File: config.mk
export PLATFORM = sky130hd
export DESIGN_NAME = shift_register_param
export DESIGN_NICKNAME = d
export VERILOG_FILES = /design/src/rtl/shift_register_param.sv
export SDC_FILE = /design/constraint.sdc
export NUM_CORES = 1
export LEC_CHECK = 0
export ABC_CLOCK_PERIOD_IN_PS = 3200
export BUFFER_PORTS_ARGS = -buffer_cell sky130_fd_sc_hd__buf_4
export CAP_MARGIN = 20
export CORE_MARGIN = 2
export CORE_UTILIZATION = 45
export CTS_BUF_LIST = sky130_fd_sc_hd__clkbuf_2 sky130_fd_sc_hd__clkbuf_4 sky130_fd_sc_hd__clkbuf_8
export DETAILED_ROUTE_END_ITERATION = 16
export PLACE_DENSITY = 0.68
export SLEW_MARGIN = 5
export SYNTH_ARGS = -nofsm -noshare
export SYNTH_HDL_FRONTEND = slang
export SYNTH_SLANG_ARGS = --single-unit
File: constraint.sdc
create_clock -name clk -period 3.2 [get_ports clk]
set_input_delay 0.32 -clock clk [delete_from_list [all_inputs] [get_ports clk]]
set_output_delay 0.32 -clock clk [all_outputs]
set_load 0.1 [all_outputs]
File: src/rtl/shift_register_param.sv
// Parametrised shift/rotate register with a parallel load and an
// automatic multi-cycle logical shift that reports busy and done.
module shift_register_param #(
  parameter  int WIDTH = 8,
  localparam int AW    = $clog2(WIDTH+1)
) (
  input  logic             clk,
  input  logic             rst,
  input  logic             ld,
  input  logic [2:0]       op,
  input  logic             ser_in,
  input  logic [WIDTH-1:0] d,
  input  logic             start,
  input  logic             dir,
  input  logic [AW-1:0]    amt,
  output logic [WIDTH-1:0] q,
  output logic             ser_out,
  output logic             busy,
  output logic             done
);

  typedef enum logic [1:0] {
    S_IDLE,
    S_SHIFT,
    S_DONE
  } state_t;

  localparam logic [AW-1:0] CNT_MAX = AW'(WIDTH);
  localparam logic [AW-1:0] CNT_ONE = AW'(1);

  state_t           state_q, state_d;
  logic [WIDTH-1:0] q_q, q_d;
  logic             so_q, so_d;
  logic             dir_q, dir_d;
  logic [AW-1:0]    cnt_q, cnt_d;
  logic [AW-1:0]    amt_sat;

  // Amounts past WIDTH only ever produce all zeros, so clamp them.
  assign amt_sat = (amt > CNT_MAX) ? CNT_MAX : amt;

  // State and datapath registers; reset wins over everything.
  always_ff @(posedge clk) begin
    if (!rst) begin
      state_q <= S_IDLE;
      q_q     <= '0;
      so_q    <= 1'b0;
      dir_q   <= 1'b0;
      cnt_q   <= '0;
    end else begin
      state_q <= state_d;
      q_q     <= q_d;
      so_q    <= so_d;
      dir_q   <= dir_d;
      cnt_q   <= cnt_d;
    end
  end

  // Next-state logic: manual ops in IDLE, auto-shift in SHIFT.
  always_comb begin
    state_d = state_q;
    q_d     = q_q;
    so_d    = so_q;
    dir_d   = dir_q;
    cnt_d   = cnt_q;
    unique case (state_q)
      S_IDLE: begin
        if (start) begin
          dir_d   = dir;
          cnt_d   = amt_sat;
          state_d = (amt_sat != '0) ? S_SHIFT : S_DONE;
        end else if (ld) begin
          q_d = d;
        end else begin
          unique case (op)
            3'b001: begin
              so_d = q_q[WIDTH-1];
              q_d  = {q_q[WIDTH-2:0], ser_in};
            end
            3'b010: begin
              so_d = q_q[0];
              q_d  = {ser_in, q_q[WIDTH-1:1]};
            end
            3'b011: begin
              so_d = q_q[0];
              q_d  = {q_q[WIDTH-1], q_q[WIDTH-1:1]};
            end
            3'b100: begin
              so_d = q_q[WIDTH-1];
              q_d  = {q_q[WIDTH-2:0], q_q[WIDTH-1]};
            end
            3'b101: begin
              so_d = q_q[0];
              q_d  = {q_q[0], q_q[WIDTH-1:1]};
            end
            3'b110: q_d = '0;
            default: ;
          endcase
        end
      end
      S_SHIFT: begin
        if (dir_q) begin
          so_d = q_q[0];
          q_d  = {1'b0, q_q[WIDTH-1:1]};
        end else begin
          so_d = q_q[WIDTH-1];
          q_d  = {q_q[WIDTH-2:0], 1'b0};
        end
        cnt_d = cnt_q - CNT_ONE;
        if (cnt_q == CNT_ONE) state_d = S_DONE;
      end
      S_DONE: state_d = S_IDLE;
      default: state_d = S_IDLE;
    endcase
  end

  assign q       = q_q;
  assign ser_out = so_q;
  assign busy    = (state_q != S_IDLE);
  assign done    = (state_q == S_DONE);

endmodule

After elaboration in Yosys (flattened, before gate mapping)
Cells that the tools add are included.
W data, S select, Z words.
{"block": "classes", "mux": 17, "n_reduce_logical": 12, "n_eq_ne": 17, "n_lt_le_gt_ge": 1, "n_addsub": 1}
{"op": "$pmux W8 S6", "count": 1}
{"op": "$mux W8", "count": 3}
{"op": "$pmux W8 S2", "count": 1}
{"op": "$eq A3 B3 Y1 const B", "count": 3}
{"op": "$mux W4", "count": 2}
{"op": "$ne A2 B2 Y1 const B", "count": 4}
{"op": "$ne A8 B2 Y1 const B", "count": 1}
{"op": "$pmux W4 S2", "count": 1}
{"op": "$reduce_and A4 Y1", "count": 2}
{"op": "$ne A7 B2 Y1 const B", "count": 1}
{"op": "$eq A3 B2 Y1 const B", "count": 2}
{"op": "$mux W2", "count": 3}
{"op": "$ne A3 B3 Y1 const B", "count": 2}
{"op": "$reduce_and A2 Y1", "count": 3}
{"op": "$eq A4 B1 Y1 const B", "count": 1}
{"op": "$gt A4 B4 Y1 const B", "count": 1}
{"op": "$pmux W1 S2", "count": 2}
{"op": "$pmux W2 S2", "count": 1}
{"op": "$reduce_bool A2 Y1", "count": 2}
{"op": "$reduce_bool A4 Y1", "count": 1}
{"op": "$sub A4 B1 Y4 const B", "count": 1}
{"op": "$eq A3 B1 Y1 const B", "count": 1}
{"op": "$mux W1", "count": 3}
{"op": "$reduce_and A3 Y1", "count": 1}
{"op": "5 further kinds", "count": 5}
{"block": "word_totals", "ff_bits": 16, "out_inout_bits": 11, "inputBits": 21}

Logic depth before layout (Yosys ltp)
Gate-level depths: netlist (run 1).
{"block": "logic_depth", "word_depth": 6, "depth_mapped": 6, "depth_no_buf": 5}

Least setup slack after synthesis (run 1)
Ideal clock, no wire load.
{"block": "synth_path", "path_kind": "flip-flop to output port", "from": "register state_q[1]", "to": "output done", "path_stages_with_launch": 3, "required_ns": 2.880, "setup_slack_ns": 1.033, "arrival_ns": 1.847, "path_cell_list": "dfxtp_1 > buf_2 > nor2b_1"}
{"block": "synth_via", "elab_chain_cells": 1}
{"element": "start: declaration", "line": "31", "rtl": "state_t state_q, state_d;"}
{"element": "start signal: assignment", "line": "50", "rtl": "state_q <= state_d;"}
{"element": "$eq A2 B2 Y1", "line": "119", "rtl": "assign done = (state_q == S_DONE);"}
{"element": "end: declaration", "line": "19", "rtl": "output logic done"}
Every way passes these cells.

Worst setup path in the final report (run 1)
{"block": "layout_path", "from": "register state_q[0]", "to": "register q_q[1], in the netlist q[1]"}
{"block": "layout_via", "elab_chain_cells": 3, "word_cells_on_any_way": 7}
{"element": "$logic_not A2 Y1 or $eq A2 B1 Y1 (tied branches)", "line": "65", "rtl": "unique case (state_q)"}
{"element": "$ne A8 B2 Y1 (no source line), or another cell as far along"}
{"element": "$reduce_and A3 Y1 (no source line)"}
{"element": "end signal: assignment", "line": "51", "rtl": "q_q <= q_d;"}
{"element": "end: declaration", "line": "32", "rtl": "logic [WIDTH-1:0] q_q, q_d;"}
Several ways; a longest one is shown, not always the timed one.
A chain may end at the register's enable or synchronous reset.

==> results of run 1 <==
==> cells in the final DEF, fill, tap and decap left out, types with 2 or more instances in the layout <==
master	count
a2111oi_2	5
a21boi_0	10
a21boi_1	2
a21o_1	2
a21oi_1	14
a311oi_1	2
a31oi_1	3
and2_1	2
buf_4	32
clkbuf_4	3
dfxtp_1	16
ha_1	2
inv_1	8
mux2i_1	14
nand2_1	6
nand2b_1	10
nand3_1	8
nand3b_1	2
nand4_1	6
nor2_1	8
nor2b_1	8
nor3_1	2
nor3b_1	3
nor4_1	2
o21ai_0	5
o22ai_1	5
o311ai_1	2
==> registers in the layout, indices dropped and copies added, names as in the netlist <==
name     flops
state_q      2
dir_q        1
q            8
cnt_q        4
ser_out      1
==> Yosys cell counts, drive strengths merged <==
master / count / area, sq um
o22ai: 5 / 31.3
a22oi: 1 / 7.51
nand2: 6 / 22.5
and3: 1 / 6.26
a31oi: 3 / 18.8
nor2b: 8 / 50.1
o21a: 1 / 7.51
nand3: 8 / 40.0
a21oi: 14 / 70.1
o211a: 1 / 10.0
o21ba: 1 / 10.0
a21o: 2 / 15.0
o21ai: 7 / 38.8
ha: 2 / 25.0
dfxtp: 16 / 320
nor3b: 3 / 22.5
a41o: 1 / 10.0
a2bb2oi: 1 / 8.76
a221oi: 1 / 8.76
buf: 9 / 47.6
inv: 8 / 30.0
o31ai: 1 / 7.51
nand4: 6 / 37.5
nor3: 3 / 20.0
o32ai: 1 / 8.76
o311ai: 2 / 17.5
nand3b: 3 / 26.3
a311oi: 2 / 17.5
mux2i: 14 / 140
nor4: 2 / 12.5
and2: 2 / 12.5
or2: 1 / 8.76
nand2b: 10 / 62.6
o21bai: 1 / 7.51
clkbuf: 4 / 15.0
a21boi: 12 / 90.1
nor2: 8 / 30.0
nand4b: 1 / 8.76
a2111oi: 6 / 103
==> worst min path at each step <==
stage / from / to / cells past startpoint
2_1_floorplan: cnt_q[0] / cnt_q[0] / 1
3_3_place_gp: cnt_q[0] / cnt_q[0] / 1
3_5_place_dp: cnt_q[0] / cnt_q[0] / 1
4_1_cts: dir / dir_q / 3
5_1_grt: dir / dir_q / 3
6_report: dir / dir_q / 3
==> cell type report <==
| class | count | area share (%) |
|---|---|---|
| clock buffer | 3 | 1.34 |
| inverter | 8 | 1.79 |
| multi-input combinational | 141 | 60.3 |
| sequential | 16 | 19.0 |
| tap | 44 | 3.27 |
| timing repair buffer | 32 | 14.3 |
==> power groups by stage <==
stage | combinational, mW | clock, mW | sequential (mW)
6_report | 0.373 | 0.107 | 0.273
4_1_cts | 0.374 | 0.108 | 0.272
3_5_place_dp | 0.373 | 0 | 0.277
3_3_place_gp | 0.367 | 0 | 0.275
2_1_floorplan | 0.203 | 0 | 0.356
5_1_grt | 0.400 | 0.115 | 0.278
==> through the flow <==
step	hold WS, ps	instance area (sq um)	utilization (%)	worst slack (ps)	std cells
3_3_place_gp	490	1660	54.8	1330	241
5_1_grt	299	1680	55.5	1130	244
3_5_place_dp	499	1660	54.8	1320	241
6_report	270	1680	55.5	1260	244
2_1_floorplan	462	1430	-	1030	178
4_1_cts	267	1680	55.5	1290	244
==> layer usage <==
metal	track usage, %	share of wire, %	up-vias
met5	0	0	-
met3	0.866	3.0	2
met1	29.0	47	713
li1	-	-	715
met2	37.4	49	36
met4	8.57	0.72	0
==> cells by family after synthesis <==
group | Yosys count | synth area share [%]
buffers and inverters | 21 | 6.49
multiplexers | 14 | 9.82
AND/OR/NAND/NOR | 62 | 25.3
AO/OA/AOI/OAI | 63 | 34.2
flip-flops | 16 | 22.5
adder cells (fa/ha/maj) | 2 | 1.75
==> critical path: cells and delay by family, from the launching register on <==
family / cells / cell delay [ps]
AO/OA/AOI/OAI: 1 / 160
AND/OR/NAND/NOR: 2 / 870
multiplexers: 1 / 290
flip-flops: 1 / 550
==> impl_metrics.yaml, run 1 <==
run_status:
  outcome: "finished clean"
placement:
  hpwl_mm: 2.83
  portBuffers: 31
  place.gp.congestion: 0.894
sta:
  fmax_mhz: 517
  setup_violations: 0
  fin_skew_ps: 3.04
  worstMarginPinSlew_ps: 864
  min_period_ps: 1940
  relSlewSlack_pct: 42.3
  setup_tns_ps: 0
  finalHoldViolations: 0
  drv_slew: 0
  rsz0062_at_grt: "no"
  period_share_pct: 60.5
routing:
  wl_per_cell_um: 15.3
  drt_iter0_drc: 88
  drt_first_pass_iters: 4
  vias: 1466
  viasPerCell: 6.01
  ant_nets: 0
  wl_mm: 3.74
  drc: 0
job:
  maxCapViolations: 0
setup_path:
  reg2reg_depth: 4
  r2r_end: "q[1]"
  critPathSlowestCell: "nor2b_1"
  critPathMaxStageDelay_ps: 750
  crit_type: "register to register"
  critPathArrivalTime_ps: 2150
  r2r_start: "state_q[0]"
  timing.critical_path.to: "q[1]"
  critPathCaptureType: "register"
  crit_start: "state_q[0]"
  cp_max_fo: 12
  cp_cell_sequence: "nor2b_1 > mux2i_1 > nand4_1 > o22ai_1"
  worstSetupStartpointType: "register"
  required_ps: 3410
  rrSetupSlack_ps: 1260
logic_synthesis:
  ys_seq_elements: 16
  synthDistinctLibCells: 46
  synth_warnings: 0
  avgSynthCellArea_sq_um: 8.01
  synth_nets: 201
  netlist_area_sq_um: 1430
  synth_cells: 178
  ys_seq_area_share_pct: 22.5
clocking:
  numCtsBuffers: 3
  insertion_delay_ps: 280
  cts_resized: 0
  clk_root_buffer_cell: "clkbuf_4"
  cts_tree: "done"
  postCtsSetupBuffers: 0
  hold_buffers: 0
  clock_sinks: 16
  cts_max_level: 1
  cts_buffer_depth: 2
  path_clk_slew_ps: 100
power:
  p_total_mw: 0.754
  power.share.clock_pct: 14.2
  p_switching_mw: 0.358
  power_density_nw_per_um2: 448
  intPower_mw: 0.395
  power_frac_comb_pct: 49.5
  p_sw_share_pct: 47.5
  seq_power_share_pct: 36.3
  p_leak_nw: 0.624
  ir_worst_vdd_v: 0.000205
global_routing:
  track_usage_pct: 21.9
  overflow: 0
  antenna_found_initial: 0
  grt_max_degree: 24
  grt_pass1_wl_mm: 6.18
  grt_pass1_vias: 1359
cells_and_area:
  nets: 225
  layout.area.seq_sq_um: 320
  nFillCells: 299
  diodes: 0
  final_layout_size_suffix_gt1_share_pct: 23.0
  area_growth_pct: 17.9
  multi_input_area_sq_um: 1010
floorplan:
  die_area_sq_um: 3640
  die_w_um: 60.3
  core_area_sq_um: 3030
  initial_utilization_pct: 47.1
  ioPinCount: 32
  num_rows: 20
  fp.dieH_um: 60.3
worst_hold_path:
  min_path_type: "input port to register"
Power figures use the tool's default switching activity.
==> run 2: changes to the inputs <==
- ABC_CLOCK_PERIOD_IN_PS: 3200 -> 1800
- clock period: 3.2 -> 1.8 ns (I/O delays scaled with it)
==> impl_metrics.yaml, run 2 (same netlist as run 1, synthesis figures left out) <==
run_status:
  outcome: "finished clean"
worst_hold_path:
  worst_hold_startpoint: "dir"
  min_path_type: "input port to register"
clocking:
  cts_max_level: 1
  cts_resized: 0
  postCtsSetupBuffers: 0
  clock_sinks: 16
  path_clk_slew_ps: 100
  numCtsBuffers: 3
  cts_buffer_depth: 2
  insertion_delay_ps: 290
  cts_tree: "done"
  hold_buffers: 0
  clk_root_buffer_cell: "clkbuf_4"
floorplan:
  core_area_sq_um: 3030
  die_area_sq_um: 3640
  fp.dieH_um: 60.3
  num_rows: 20
  ioPinCount: 32
  die_w_um: 60.3
  initial_utilization_pct: 47.1
setup_path:
  crit_start: "state_q[1]"
  critPathMaxStageDelay_ps: 540
  r2r_start: "state_q[1]"
  cp_cell_sequence: "nor3b_1 > or2_4 > a2111oi_2 > o22ai_1"
  worstSetupStartpointType: "register"
  critPathCaptureType: "register"
  critPathArrivalTime_ps: 1790
  required_ps: 1970
  crit_type: "register to register"
  cp_max_fo: 12
  critPathSlowestCell: "dfxtp_1"
power:
  intPower_mw: 0.714
  p_leak_nw: 0.640
  ir_worst_vdd_v: 0.000308
  seq_power_share_pct: 35.4
  power.share.clock_pct: 14.4
  p_switching_mw: 0.648
  power_frac_comb_pct: 50.2
  power_density_nw_per_um2: 798
  p_sw_share_pct: 47.6
sta:
  relSlewSlack_pct: 70.7
  setup_violations: 0
  min_period_ps: 1620
  fmax_mhz: 617
  period_share_pct: 90.0
  worstMarginPinSlew_ps: 435
  finalHoldViolations: 0
  drv_slew: 0
  holdWs_ps: 114
  setup_tns_ps: 0
  rsz0062_at_grt: "no"
  fin_skew_ps: 2.23
routing:
  drt_iter0_drc: 76
  wl_met1_mm: 1.78
  vias: 1469
  wl_met3_um: 156
  drc: 0
  wl_mm: 3.99
  dr_wl_met2_mm: 2.00
  wl_per_cell_um: 16.1
  ant_nets: 0
  top_layer_used: "met4"
  viasPerCell: 5.95
  drt_first_pass_iters: 4
cells_and_area:
  stdcell_area_sq_um: 1710
  area_growth_pct: 19.7
  final_common_cell: "buf_4"
  diodes: 0
  nFillCells: 303
  final_layout_size_suffix_gt1_share_pct: 25.1
  layout_common_cells: "buf_4 (35), dfxtp_1 (15), a21oi_1 (14), mux2i_1 (14)"
  postLayoutCoreUtil_pct: 56.4
  largest_reg_flops: 8
  nets: 228
global_routing:
  grt_max_degree: 24
  grt_pass1_vias: 1333
  track_usage_pct: 23.3
  grt_pass1_wl_mm: 6.41
  antenna_found_initial: 0
  overflow: 0
placement:
  placed_area_sq_um: 1690
  portBuffers: 31
  hpwl_mm: 2.88
  place.gp.congestion: 0.915
job:
  maxCapViolations: 0
## run 2: changes by cell type in the layout (fill, tap and decap cells not counted), sizes merged
cell / delta
buf: +3
## run 2: worst paths after layout
path | cells past startpoint | to | slack, ps
max | 4 | q[3] | 180
min | 3 | dir_q | 110
max reg2reg | 4 | q[3] | 180
min reg2reg | 1 | cnt_q[0] | 520
## run 2: cell type report
| cell class | count | area (sq um) | share of cell area, % |
|---|---|---|---|
| Tap cell | 44 | 55.1 | 3.22 |
| Inverter | 8 | 30.0 | 1.76 |
| Clock buffer | 3 | 22.5 | 1.32 |
| Timing Repair Buffer | 35 | 263 | 15.4 |
| Multi-Input combinational cell | 141 | 1020 | 59.5 |
| Sequential cell | 16 | 322 | 18.8 |
## run 2: critical path, delay by kind of cell, from the launching register on
kind / cells / cell delay [ps]
flip-flops: 1 / 540
AND/OR/NAND/NOR: 2 / 430
AO/OA/AOI/OAI: 2 / 520
## run 2: power groups by stage
stage	combinational [mW]	sequential (mW)	clock, mW
6_report	0.684	0.482	0.196
5_1_grt	0.732	0.490	0.210
4_1_cts	0.686	0.480	0.197
3_5_place_dp	0.683	0.489	0
3_3_place_gp	0.671	0.484	0
2_1_floorplan	0.361	0.634	0
## run 2: per-stage QoR
stage,power (mW),setup slack [ps],cells
2_1_floorplan,0.995,56.4,178
5_1_grt,1.43,39.9,247
3_3_place_gp,1.16,305,244
4_1_cts,1.36,193,247
6_report,1.36,180,247
3_5_place_dp,1.17,221,244
## run 2: metal layers
metal / track usage, % / vias up
met5: 0 / -
met4: 6.67 / 0
met3: 1.52 / 6
met2: 39.9 / 37
met1: 31.3 / 706
li1: - / 720
==> run 3: changes to the inputs <==
- CELL_PAD_IN_SITES_DETAIL_PLACEMENT: not set -> 1
- CELL_PAD_IN_SITES_GLOBAL_PLACEMENT: not set -> 1
- CORE_UTILIZATION: 45 -> 41
- PLACE_DENSITY: 0.68 -> not set
- PLACE_DENSITY_LB_ADDON: not set -> 0.1
==> impl_metrics.yaml, run 3 (same netlist as run 1, synthesis figures left out) <==
worst_hold_path:
  worst_hold_startpoint: "dir"
  whs_endpoint: "dir_q"
  min_path_type: "input port to register"
  min_path_cells: 3
clocking:
  clock_sinks: 16
  postCtsSetupBuffers: 0
  cts_tree: "done"
  cts_max_level: 1
  insertion_delay_ps: 290
  hold_buffers: 0
  cts_resized: 0
  cts_buffer_depth: 2
  numCtsBuffers: 3
  clk_root_buffer_cell: "clkbuf_4"
  path_clk_slew_ps: 100
global_routing:
  grt_use_met3_pct: 3.60
  antenna_found_initial: 0
  grt_max_degree: 24
  track_usage_pct: 22.9
  grt_pass1_vias: 1501
  overflow: 0
  grt-busiest-layer: "met2"
  grt_pass1_wl_mm: 7.20
  met2_usage_pct: 42.3
  grtUsageMet1_pct: 26.7
setup_path:
  critPathArrivalTime_ps: 1820
  rrSetupSlack_ps: 150
  cp_top_family: "flip-flops"
  cp_max_fo: 12
  required_ps: 1970
  r2r_end: "q[4]"
  critPathSlowestCell: "dfxtp_1"
  cp_cell_sequence: "nor3b_1 > or2_4 > a2111oi_2 > o22ai_1"
  critPathCaptureType: "register"
  crit_type: "register to register"
  critPathMaxStageDelay_ps: 540
  r2r_start: "state_q[1]"
  worstSetupStartpointType: "register"
  reg2reg_depth: 4
  path_buf_inv: 0
power:
  p_sw_share_pct: 48.1
  power_density_nw_per_um2: 804
  intPower_mw: 0.713
  ir_worst_vdd_v: 0.000447
  power_frac_comb_pct: 50.4
  p_leak_nw: 0.640
  power.share.clock_pct: 14.5
  seq_power_share_pct: 35.1
  p_switching_mw: 0.662
run_status:
  outcome: "finished clean"
routing:
  drt_first_pass_iters: 4
  drc: 0
  drt_iter0_drc: 98
  ant_nets: 0
  wl_per_cell_um: 17.7
  wl_mm: 4.40
  viasPerCell: 5.93
  vias: 1477
sta:
  worstMarginPinSlew_ps: 478
  fmax_mhz: 606
  rsz0062_at_grt: "no"
  holdWs_ps: 115
  fin_skew_ps: 6.37
  relSlewSlack_pct: 67.9
  period_share_pct: 91.7
  finalWorstSetupSlack_ps: 150
  drv_slew: 0
  min_period_ps: 1650
  setup_tns_ps: 0
  finalHoldViolations: 0
  setup_violations: 0
cells_and_area:
  area_growth_pct: 19.9
  largest_reg_flops: 8
  final_layout_size_suffix_gt1_share_pct: 25.1
  final_common_cell: "buf_4"
  multi_input_area_sq_um: 1020
  nets: 228
  layout_common_cells: "buf_4 (35), dfxtp_1 (15), a21oi_1 (14), mux2i_1 (14)"
  nFillCells: 427
  layout.area.seq_sq_um: 322
  diodes: 0
floorplan:
  ioPinCount: 32
  num_rows: 21
  fp.dieH_um: 63.0
  initial_utilization_pct: 42.7
  core_area_sq_um: 3340
  die_area_sq_um: 3970
  die_w_um: 63.0
placement:
  portBuffers: 31
  place.gp.congestion: 0.796
  pre_cts_ws_ps: 209
  hpwl_mm: 3.29
job:
  maxCapViolations: 0
==> run 3: layout make-up <==
| class | instances | area share [%] |
|---|---|---|
| Clock buffer | 3 | 1.32 |
| Inverter | 8 | 1.76 |
| Multi-Input combinational cell | 141 | 59.4 |
| Sequential cell | 16 | 18.8 |
| Tap cell | 46 | 3.37 |
| Timing Repair Buffer | 35 | 15.4 |
==> run 3: power by group through the flow <==
| stage | sequential [mW] | clock (mW) | combinational (mW) |
|---|---|---|---|
| finish | 0.483 | 0.199 | 0.693 |
| global route | 0.493 | 0.221 | 0.736 |
| CTS | 0.482 | 0.199 | 0.694 |
| detailed placement | 0.490 | 0 | 0.690 |
| global placement | 0.487 | 0 | 0.669 |
| floorplan | 0.634 | 0 | 0.361 |
==> run 3: routing by layer <==
metal | wire (um) | up-vias
met5 | 0 | -
met3 | 143 | 6
met4 | 48 | 0
met1 | 1940 | 723
met2 | 2270 | 29
li1 | - | 719
==> run 3: worst reg2reg max path: stages, from the launching register on <==
cell	delay (ps)
dfxtp_1	540
nor3b_1	140
or2_4	320
a2111oi_2	390
o22ai_1	140
==> run 3: how the worst max path moves through the flow <==
stage,cells past startpoint,slack (ps),start,endpoint
global placement,4,300,state_q[0],q[4]
floorplan,4,60,q[4],q[5]
CTS,4,150,state_q[1],q[4]
finish,4,150,state_q[1],q[4]
detailed placement,4,210,state_q[1],q[4]
global route,4,10,state_q[1],q[3]
==> run 3: stage by stage <==
step / cell area, sq um / instances / total power [mW] / utilization [%]
floorplan: 1430 / 178 / 0.995 / -
global placement: 1690 / 246 / 1.16 / 50.6
detailed placement: 1690 / 246 / 1.18 / 50.6
CTS: 1710 / 249 / 1.37 / 51.3
global route: 1710 / 249 / 1.45 / 51.3
finish: 1710 / 249 / 1.37 / 51.3
